--- src/rtl/rc4_mem_pkg.sv ---
// Shared types and defaults for the RC4 S-memory arbiter slice.
package rc4_mem_pkg;

  localparam int ADDR_W      = 8;
  localparam int DATA_W      = 8;
  localparam int NUM_REQ_DEF = 3;

  typedef enum logic {
    ARB_IDLE,
    ARB_BUSY
  } arb_state_t;

  // Width of a requester index; never narrower than one bit.
  function automatic int idx_w(input int n);
    return (n > 1) ? $clog2(n) : 1;
  endfunction

  typedef logic [idx_w(NUM_REQ_DEF)-1:0] req_idx_t;

endpackage

--- src/rtl/s_mem_arbiter_if.sv ---
// Requester-side bus of the S-memory arbiter: packed per-requester
// request/lock/beat fields plus grant and routed read return.
interface s_mem_arbiter_if
  import rc4_mem_pkg::*;
#(
  parameter int NUM_REQ = NUM_REQ_DEF,
  parameter int AW      = rc4_mem_pkg::ADDR_W,
  parameter int DW      = rc4_mem_pkg::DATA_W
);
  logic [NUM_REQ-1:0]    req;
  logic [NUM_REQ-1:0]    lock;
  logic [NUM_REQ-1:0]    wren_in;
  logic [NUM_REQ*AW-1:0] addr_in;
  logic [NUM_REQ*DW-1:0] wdata_in;
  logic [NUM_REQ-1:0]    gnt;
  logic [NUM_REQ-1:0]    rvalid;
  logic [DW-1:0]         rdata;

  modport master (
    output req, lock, wren_in, addr_in, wdata_in,
    input  gnt, rvalid, rdata
  );

  modport slave (
    input  req, lock, wren_in, addr_in, wdata_in,
    output gnt, rvalid, rdata
  );
endinterface

--- src/rtl/s_mem_arbiter_pick.sv ---
// Combinational winner selection: first requesting index at or after the
// pointer, wrapping. A pointer tied to zero gives lowest-index priority.
module arb_pick #(
  parameter int NUM_REQ = 3,
  parameter int IDX_W   = 2
) (
  input  logic [NUM_REQ-1:0] i_req,
  input  logic [IDX_W-1:0]   i_ptr,
  output logic [NUM_REQ-1:0] o_gnt,
  output logic [IDX_W-1:0]   o_idx,
  output logic               o_any
);
  localparam int unsigned N = NUM_REQ;

  // Scan from the pointer and keep the first requester found.
  always_comb begin
    int unsigned w_cand;
    o_gnt  = '0;
    o_idx  = '0;
    o_any  = 1'b0;
    w_cand = 0;
    for (int unsigned k = 0; k < N; k++) begin
      w_cand = (32'(i_ptr) + k) % N;
      if (!o_any && i_req[w_cand]) begin
        o_any         = 1'b1;
        o_gnt[w_cand] = 1'b1;
        o_idx         = IDX_W'(w_cand);
      end
    end
  end
endmodule

--- src/rtl/s_mem_arbiter.sv ---
// S-memory arbiter: grants the single-port RAM to one RC4 phase at a time,
// holds ownership across locked beats so a swap stays atomic, and routes
// each read result back to the requester that issued it.
// Optional: define RAM_ARB_ROUND_ROBIN_EN for round-robin arbitration;
// otherwise lowest requesting index wins.
module s_mem_arbiter
  import rc4_mem_pkg::*;
#(
  parameter int NUM_REQ = NUM_REQ_DEF,
  parameter int ADDR_W  = rc4_mem_pkg::ADDR_W,
  parameter int DATA_W  = rc4_mem_pkg::DATA_W,
  parameter int RD_LAT  = 1
) (
  input  logic              clk,
  input  logic              reset,
  s_mem_arbiter_if.slave    bus,
  output logic [ADDR_W-1:0] ram_address,
  output logic [DATA_W-1:0] ram_data,
  output logic              ram_wren,
  output logic              ram_rden,
  input  logic [DATA_W-1:0] ram_q
);
  localparam int IDX_W = idx_w(NUM_REQ);

  arb_state_t         r_state;
  logic [IDX_W-1:0]   r_owner;
  logic [NUM_REQ-1:0] r_gnt;
  logic [NUM_REQ-1:0] r_rvalid;
  logic [DATA_W-1:0]  r_rdata;
  logic [RD_LAT-1:0]  r_tag_v;
  logic [IDX_W-1:0]   r_tag_id [RD_LAT];

  logic [NUM_REQ-1:0] w_win_oh;
  logic [IDX_W-1:0]   w_win_idx;
  logic               w_any;
  logic [IDX_W-1:0]   w_ptr;
  logic               w_own_req;
  logic               w_own_lock;
  logic               w_own_wren;
  logic [ADDR_W-1:0]  w_own_addr;
  logic [DATA_W-1:0]  w_own_wdata;
  logic               w_busy;
  logic               w_accept;
  logic               w_release;
  logic               w_grant;

  assign w_own_req   = bus.req[r_owner];
  assign w_own_lock  = bus.lock[r_owner];
  assign w_own_wren  = bus.wren_in[r_owner];
  assign w_own_addr  = bus.addr_in[32'(r_owner)*ADDR_W +: ADDR_W];
  assign w_own_wdata = bus.wdata_in[32'(r_owner)*DATA_W +: DATA_W];

  assign w_busy    = (r_state == ARB_BUSY);
  // Beats are suppressed during reset so nothing reaches the RAM or the tag pipe.
  assign w_accept  = w_busy & w_own_req & r_gnt[r_owner] & ~reset;
  // Dropping req releases even when lock is held.
  assign w_release = w_busy & (~w_own_req | (w_accept & ~w_own_lock));
  assign w_grant   = ~reset & w_any & (~w_busy | w_release);

`ifdef RAM_ARB_ROUND_ROBIN_EN
  logic [IDX_W-1:0] r_ptr;

  // Pointer moves just past each new winner.
  always_ff @(posedge clk) begin
    if (reset) begin
      r_ptr <= '0;
    end else if (w_grant) begin
      r_ptr <= (32'(w_win_idx) == NUM_REQ - 1) ? '0 : w_win_idx + 1'b1;
    end
  end

  assign w_ptr = r_ptr;
`else
  assign w_ptr = '0;
`endif

  arb_pick #(
    .NUM_REQ (NUM_REQ),
    .IDX_W   (IDX_W)
  ) u_pick (
    .i_req (bus.req),
    .i_ptr (w_ptr),
    .o_gnt (w_win_oh),
    .o_idx (w_win_idx),
    .o_any (w_any)
  );

  // Ownership FSM; the release cycle re-arbitrates so a waiting requester gets no idle gap.
  always_ff @(posedge clk) begin
    if (reset) begin
      r_state <= ARB_IDLE;
      r_owner <= '0;
      r_gnt   <= '0;
    end else begin
      case (r_state)
        ARB_IDLE: begin
          if (w_any) begin
            r_state <= ARB_BUSY;
            r_owner <= w_win_idx;
            r_gnt   <= w_win_oh;
          end else begin
            r_gnt <= '0;
          end
        end
        ARB_BUSY: begin
          if (w_release) begin
            if (w_any) begin
              r_owner <= w_win_idx;
              r_gnt   <= w_win_oh;
            end else begin
              r_state <= ARB_IDLE;
              r_gnt   <= '0;
            end
          end
        end
        default: begin
          r_state <= ARB_IDLE;
          r_gnt   <= '0;
        end
      endcase
    end
  end

  // RAM port follows the owner; strobes only on an accepted beat.
  always_comb begin
    ram_address = '0;
    ram_data    = '0;
    ram_wren    = 1'b0;
    ram_rden    = 1'b0;
    if (w_busy) begin
      ram_address = w_own_addr;
      ram_data    = w_own_wdata;
      ram_wren    = w_accept & w_own_wren;
      ram_rden    = w_accept & ~w_own_wren;
    end
  end

  // Read tags travel alongside the RAM latency so results reach their issuer across handoffs.
  always_ff @(posedge clk) begin
    if (reset) begin
      r_tag_v  <= '0;
      r_rvalid <= '0;
      r_rdata  <= '0;
    end else begin
      r_tag_v[0]  <= w_accept & ~w_own_wren;
      r_tag_id[0] <= r_owner;
      for (int unsigned s = 1; s < RD_LAT; s++) begin
        r_tag_v[s]  <= r_tag_v[s-1];
        r_tag_id[s] <= r_tag_id[s-1];
      end
      r_rvalid <= '0;
      if (r_tag_v[RD_LAT-1]) begin
        r_rvalid[r_tag_id[RD_LAT-1]] <= 1'b1;
        r_rdata                      <= ram_q;
      end
    end
  end

  assign bus.gnt    = r_gnt;
  assign bus.rvalid = r_rvalid;
  assign bus.rdata  = r_rdata;
endmodule

--- src/flat_wrapper.sv ---
// flat-port wrapper written by rule: the top's interface ports become plain ports
module s_mem_arbiter_flat import rc4_mem_pkg::*;
#(
  parameter int NUM_REQ = NUM_REQ_DEF,
  parameter int ADDR_W  = rc4_mem_pkg::ADDR_W,
  parameter int DATA_W  = rc4_mem_pkg::DATA_W,
  parameter int RD_LAT  = 1
)
  (clk, reset, ram_address, ram_data, ram_wren, ram_rden, ram_q, bus_req, bus_lock, bus_wren_in, bus_addr_in, bus_wdata_in, bus_gnt, bus_rvalid, bus_rdata);
  s_mem_arbiter_if #(.NUM_REQ(NUM_REQ), .AW((8)), .DW((8))) bus_i ();
  input  logic clk;
  input  logic reset;
  output logic [ADDR_W-1:0] ram_address;
  output logic [DATA_W-1:0] ram_data;
  output logic ram_wren;
  output logic ram_rden;
  input  logic [DATA_W-1:0] ram_q;
  input wire logic [$bits(bus_i.req)-1:0] bus_req;
  input wire logic [$bits(bus_i.lock)-1:0] bus_lock;
  input wire logic [$bits(bus_i.wren_in)-1:0] bus_wren_in;
  input wire logic [$bits(bus_i.addr_in)-1:0] bus_addr_in;
  input wire logic [$bits(bus_i.wdata_in)-1:0] bus_wdata_in;
  output wire logic [$bits(bus_i.gnt)-1:0] bus_gnt;
  output wire logic [$bits(bus_i.rvalid)-1:0] bus_rvalid;
  output wire logic [$bits(bus_i.rdata)-1:0] bus_rdata;
  assign bus_i.req = bus_req;
  assign bus_i.lock = bus_lock;
  assign bus_i.wren_in = bus_wren_in;
  assign bus_i.addr_in = bus_addr_in;
  assign bus_i.wdata_in = bus_wdata_in;
  assign bus_gnt = bus_i.gnt;
  assign bus_rvalid = bus_i.rvalid;
  assign bus_rdata = bus_i.rdata;
  s_mem_arbiter #(.NUM_REQ(NUM_REQ), .ADDR_W(ADDR_W), .DATA_W(DATA_W), .RD_LAT(RD_LAT)) u_core (.clk(clk), .reset(reset), .bus(bus_i), .ram_address(ram_address), .ram_data(ram_data), .ram_wren(ram_wren), .ram_rden(ram_rden), .ram_q(ram_q));
endmodule
--- config.mk ---
export PLATFORM = sky130hd
export DESIGN_NAME = s_mem_arbiter_flat
export DESIGN_NICKNAME = d
export VERILOG_FILES = /design/src/rtl/rc4_mem_pkg.sv /design/src/rtl/s_mem_arbiter_if.sv /design/src/rtl/s_mem_arbiter_pick.sv /design/src/rtl/s_mem_arbiter.sv /design/src/flat_wrapper.sv
export SDC_FILE = /design/constraint.sdc
export NUM_CORES = 1
export LEC_CHECK = 0
export ABC_AREA = 1
export CORE_MARGIN = 5
export CORE_UTILIZATION = 25
export CTS_CLUSTER_DIAMETER = 30
export DETAILED_ROUTE_END_ITERATION = 16
export GPL_TIMING_DRIVEN = 0
export PLACE_DENSITY = 0.67
export SLEW_MARGIN = 20
export SYNTH_ARGS = -nofsm -noshare
export SYNTH_HDL_FRONTEND = slang
export SYNTH_SLANG_ARGS = --single-unit
--- constraint.sdc ---
create_clock -name clk -period 4.3 [get_ports clk]
set_input_delay 1.075 -clock clk [delete_from_list [all_inputs] [get_ports clk]]
set_output_delay 1.075 -clock clk [all_outputs]
set_load 0.01 [all_outputs]
==> results of run 1 <==
==> worst paths after layout <==
kind                    startpoint              endpoint  slack, ns
max                     bus_req[0]              ram_rden       0.45
min          u_core.r_tag_id[0][0]  u_core.bus.rvalid[0]       0.44
max reg2reg      u_core.r_owner[1]     u_core.r_owner[1]       2.82
min reg2reg  u_core.r_tag_id[0][0]  u_core.bus.rvalid[0]       0.44
==> placed cells by master, fill, tap and decap left out, drive strengths merged <==
cell	netlist	layout
nor2b	2	2
clkdlybuf4s50	0	98
edfxtp	2	2
nand2	36	36
nand3	7	7
o21ai	25	25
a21oi	22	22
a22oi	1	1
or2	1	1
inv	12	12
nor2	57	57
clkbuf	4	7
nor3	2	2
buf	6	6
clkinv	1	2
dfxtp	18	18
==> power breakdown <==
group	switching, W	internal [W]	total (W)
logic	0.0000632	0.000100	0.000163
clock network	0.0000604	0.0000635	0.000124
registers	0.00000424	0.000194	0.000198
total	0.000128	0.000358	0.000486
==> cell usage after synthesis <==
cell / count / area share (%)
a21oi_1: 21 / 8.7
a21oi_2: 1 / 0.73
a22oi_2: 1 / 1.0
buf_1: 1 / 0.31
buf_2: 2 / 0.83
buf_4: 2 / 1.2
buf_6: 1 / 0.93
clkbuf_1: 4 / 1.2
clkinv_1: 1 / 0.31
dfxtp_1: 18 / 30
edfxtp_1: 2 / 5.0
inv_1: 9 / 2.8
inv_2: 3 / 0.93
nand2_1: 34 / 11
nand2_2: 2 / 1.0
nand3_1: 6 / 2.5
nand3_2: 1 / 0.83
nor2_1: 56 / 17
nor2_4: 1 / 0.93
nor2b_1: 2 / 1.0
nor3_1: 2 / 0.83
o21ai_0: 25 / 10
or2_2: 1 / 0.52
==> sequential cells by signal, indices dropped and copies added, names as in the netlist <==
signal / flops
u_core.bus.rdata: 8
u_core.bus.gnt: 3
u_core.bus.rvalid: 3
u_core.r_owner: 2
u_core.r_tag_id: 2
u_core.r_state: 1
u_core.r_tag_v: 1
==> metrics by stage <==
step	area, sq um	worst slack, ns
5_1_grt	2300	0.2742
4_1_cts	2300	0.4223
2_1_floorplan	1206	1.494
6_report	2300	0.4472
3_3_place_gp	2255	0.4875
3_5_place_dp	2255	0.4231
==> area by class of cell <==
| type | count | area share [%] |
|---|---|---|
| timing repair buffer | 98 | 42.65 |
| multi-input combinational | 153 | 29.65 |
| sequential | 20 | 18.28 |
| tap | 54 | 2.938 |
| buffer | 10 | 2.394 |
| inverter | 13 | 2.122 |
| clock buffer | 3 | 1.795 |
| clock inverter | 1 | 0.1632 |
==> per-layer routing <==
metal | routed length, um | track usage (%) | vias up
met5 | 0 | 0 | -
met4 | 48 | 4.639 | 0
met3 | 240 | 2.822 | 6
met2 | 2193 | 24.29 | 52
met1 | 1841 | 15.97 | 680
li1 | - | - | 831
==> logic make-up after synthesis <==
| group | share of synthesized area, % |
|---|---|
| and+or+nand+nor | 35.68 |
| AOI/OAI and AO/OA | 20.85 |
| buffers and inverters | 8.608 |
| DFF | 34.86 |
==> results.yml, run 1 <==
power:
  leakage_nw: 0.9117
  ir_worst_vdd_mv: 0.1074
  powerDensity_nw_per_um2: 211.2
  total_power_w: 0.0004858
yosys:
  synth_fp_nets: 263
  ys_ff_latch: 20
  synth-seq-area-share_pct: 34.85
  netlist_instances: 196
  ys_warn_count: 0
  synth.cell_area_sq_um: 1206
  synth_cell_types: 23
  syn_avg_cell_area_sq_um: 6.154
min_path:
  whs_path_depth: 1
  hold_class: "reg2reg"
global_route:
  grt.overflow.total: 0
  grt_pass1_wl_um: 6962
  grt_max_degree: 12
  grt.total_usage_pct: 13.61
  antenna_found_initial: 0
  grt_pass1_vias: 1550
worst_setup_path:
  cp_top_family: "buffers and inverters"
  rr_worst_depth: 7
  crit_type: "in2out"
  max_stage_delay_ns: 0.54
  crit_chain: "clkdlybuf4s50_1 -> inv_1 -> nand2_2 -> nand3_2 -> a21oi_2 -> nand3_1 -> nor2b_1 -> clkdlybuf4s50_1"
  start_kind: "input pin"
  path_max_fanout: 3
  crit_required_ns: 3.22
  crit_buf_inv: 3
  end_kind: "output port"
  cp_num_cells: 8
  crit_slowest_cell: "clkdlybuf4s50_1"
  cp.arrival_ns: 2.78
  crit_top_cell: "clkdlybuf4s50_1"
final_layout:
  fillers: 487
  regArea_sq_um: 420.4
  syn_to_final_growth_pct: 90.66
  n_antenna_cell: 0
  multi_input_area_sq_um: 681.9
  post-route-util_pct: 49.01
  nets: 366
  final_cells: 352
  drive_gt1_share_pct: 6.040
placed_design:
  dpl.hpwl_um: 3487
  dp_cells: 348
  port_buffers: 98
  gp_congestion: 0.8031
timing:
  tightest_slew_ns: 0.4255
  rsz0062_at_grt: "no"
  fmax_mhz: 259.6
  finalSetupViolCount: 0
  slew_viol_final: 0
  hold_violations: 0
  clock_skew_ns: 0.003847
  finalCritPeriodShare_pct: 89.60
  finalCriticalPeriod_ns: 3.853
  slew_headroom_pct: 71.63
  hold_slack_ns: 0.4443
  tns_ns: 0
clocking:
  ctsHoldBuffers: 0
  clockBufferDepth: 2
  clock_latency_ns: 0.26
  cts.htree.levels: 1
  path_clk_slew_ns: 0.07
  cts_num_sinks: 20
  numCtsBuffers: 3
  ctsResizeCount: 0
  cts_tree: "built"
  clock-root-buffer: "clkbuf_8"
  post_cts_buffers: 0
drt:
  final_antenna_net_count: 0
  drc: 0
  num_vias: 1569
  dr.pass1.iters: 4
  avgViaCountPerCell: 4.457
  wire_per_inst_um: 12.28
  totalWireLength_um: 4324
  drtIter0Drc: 53
floorplanning:
  io_pins: 99
  fp.dieH_um: 79.46
  initial_core_util_pct: 25.71
  die-area_sq_um: 6314
  die_w_um: 79.46
  row_count: 25
  coreArea_sq_um: 4692
flow_run:
  cap_viol_max_count: 0
run_status:
  outcome: "finished clean"
No activity file was read; power rests on OpenSTA's default activity.
==> inputs of run 2 (changes only) <==
- HOLD_SLACK_MARGIN: default -> 0.12
- SLEW_MARGIN: 20 -> default
==> results of run 2 <==
Final layout, timing and power as in run 1 (identical DEF).
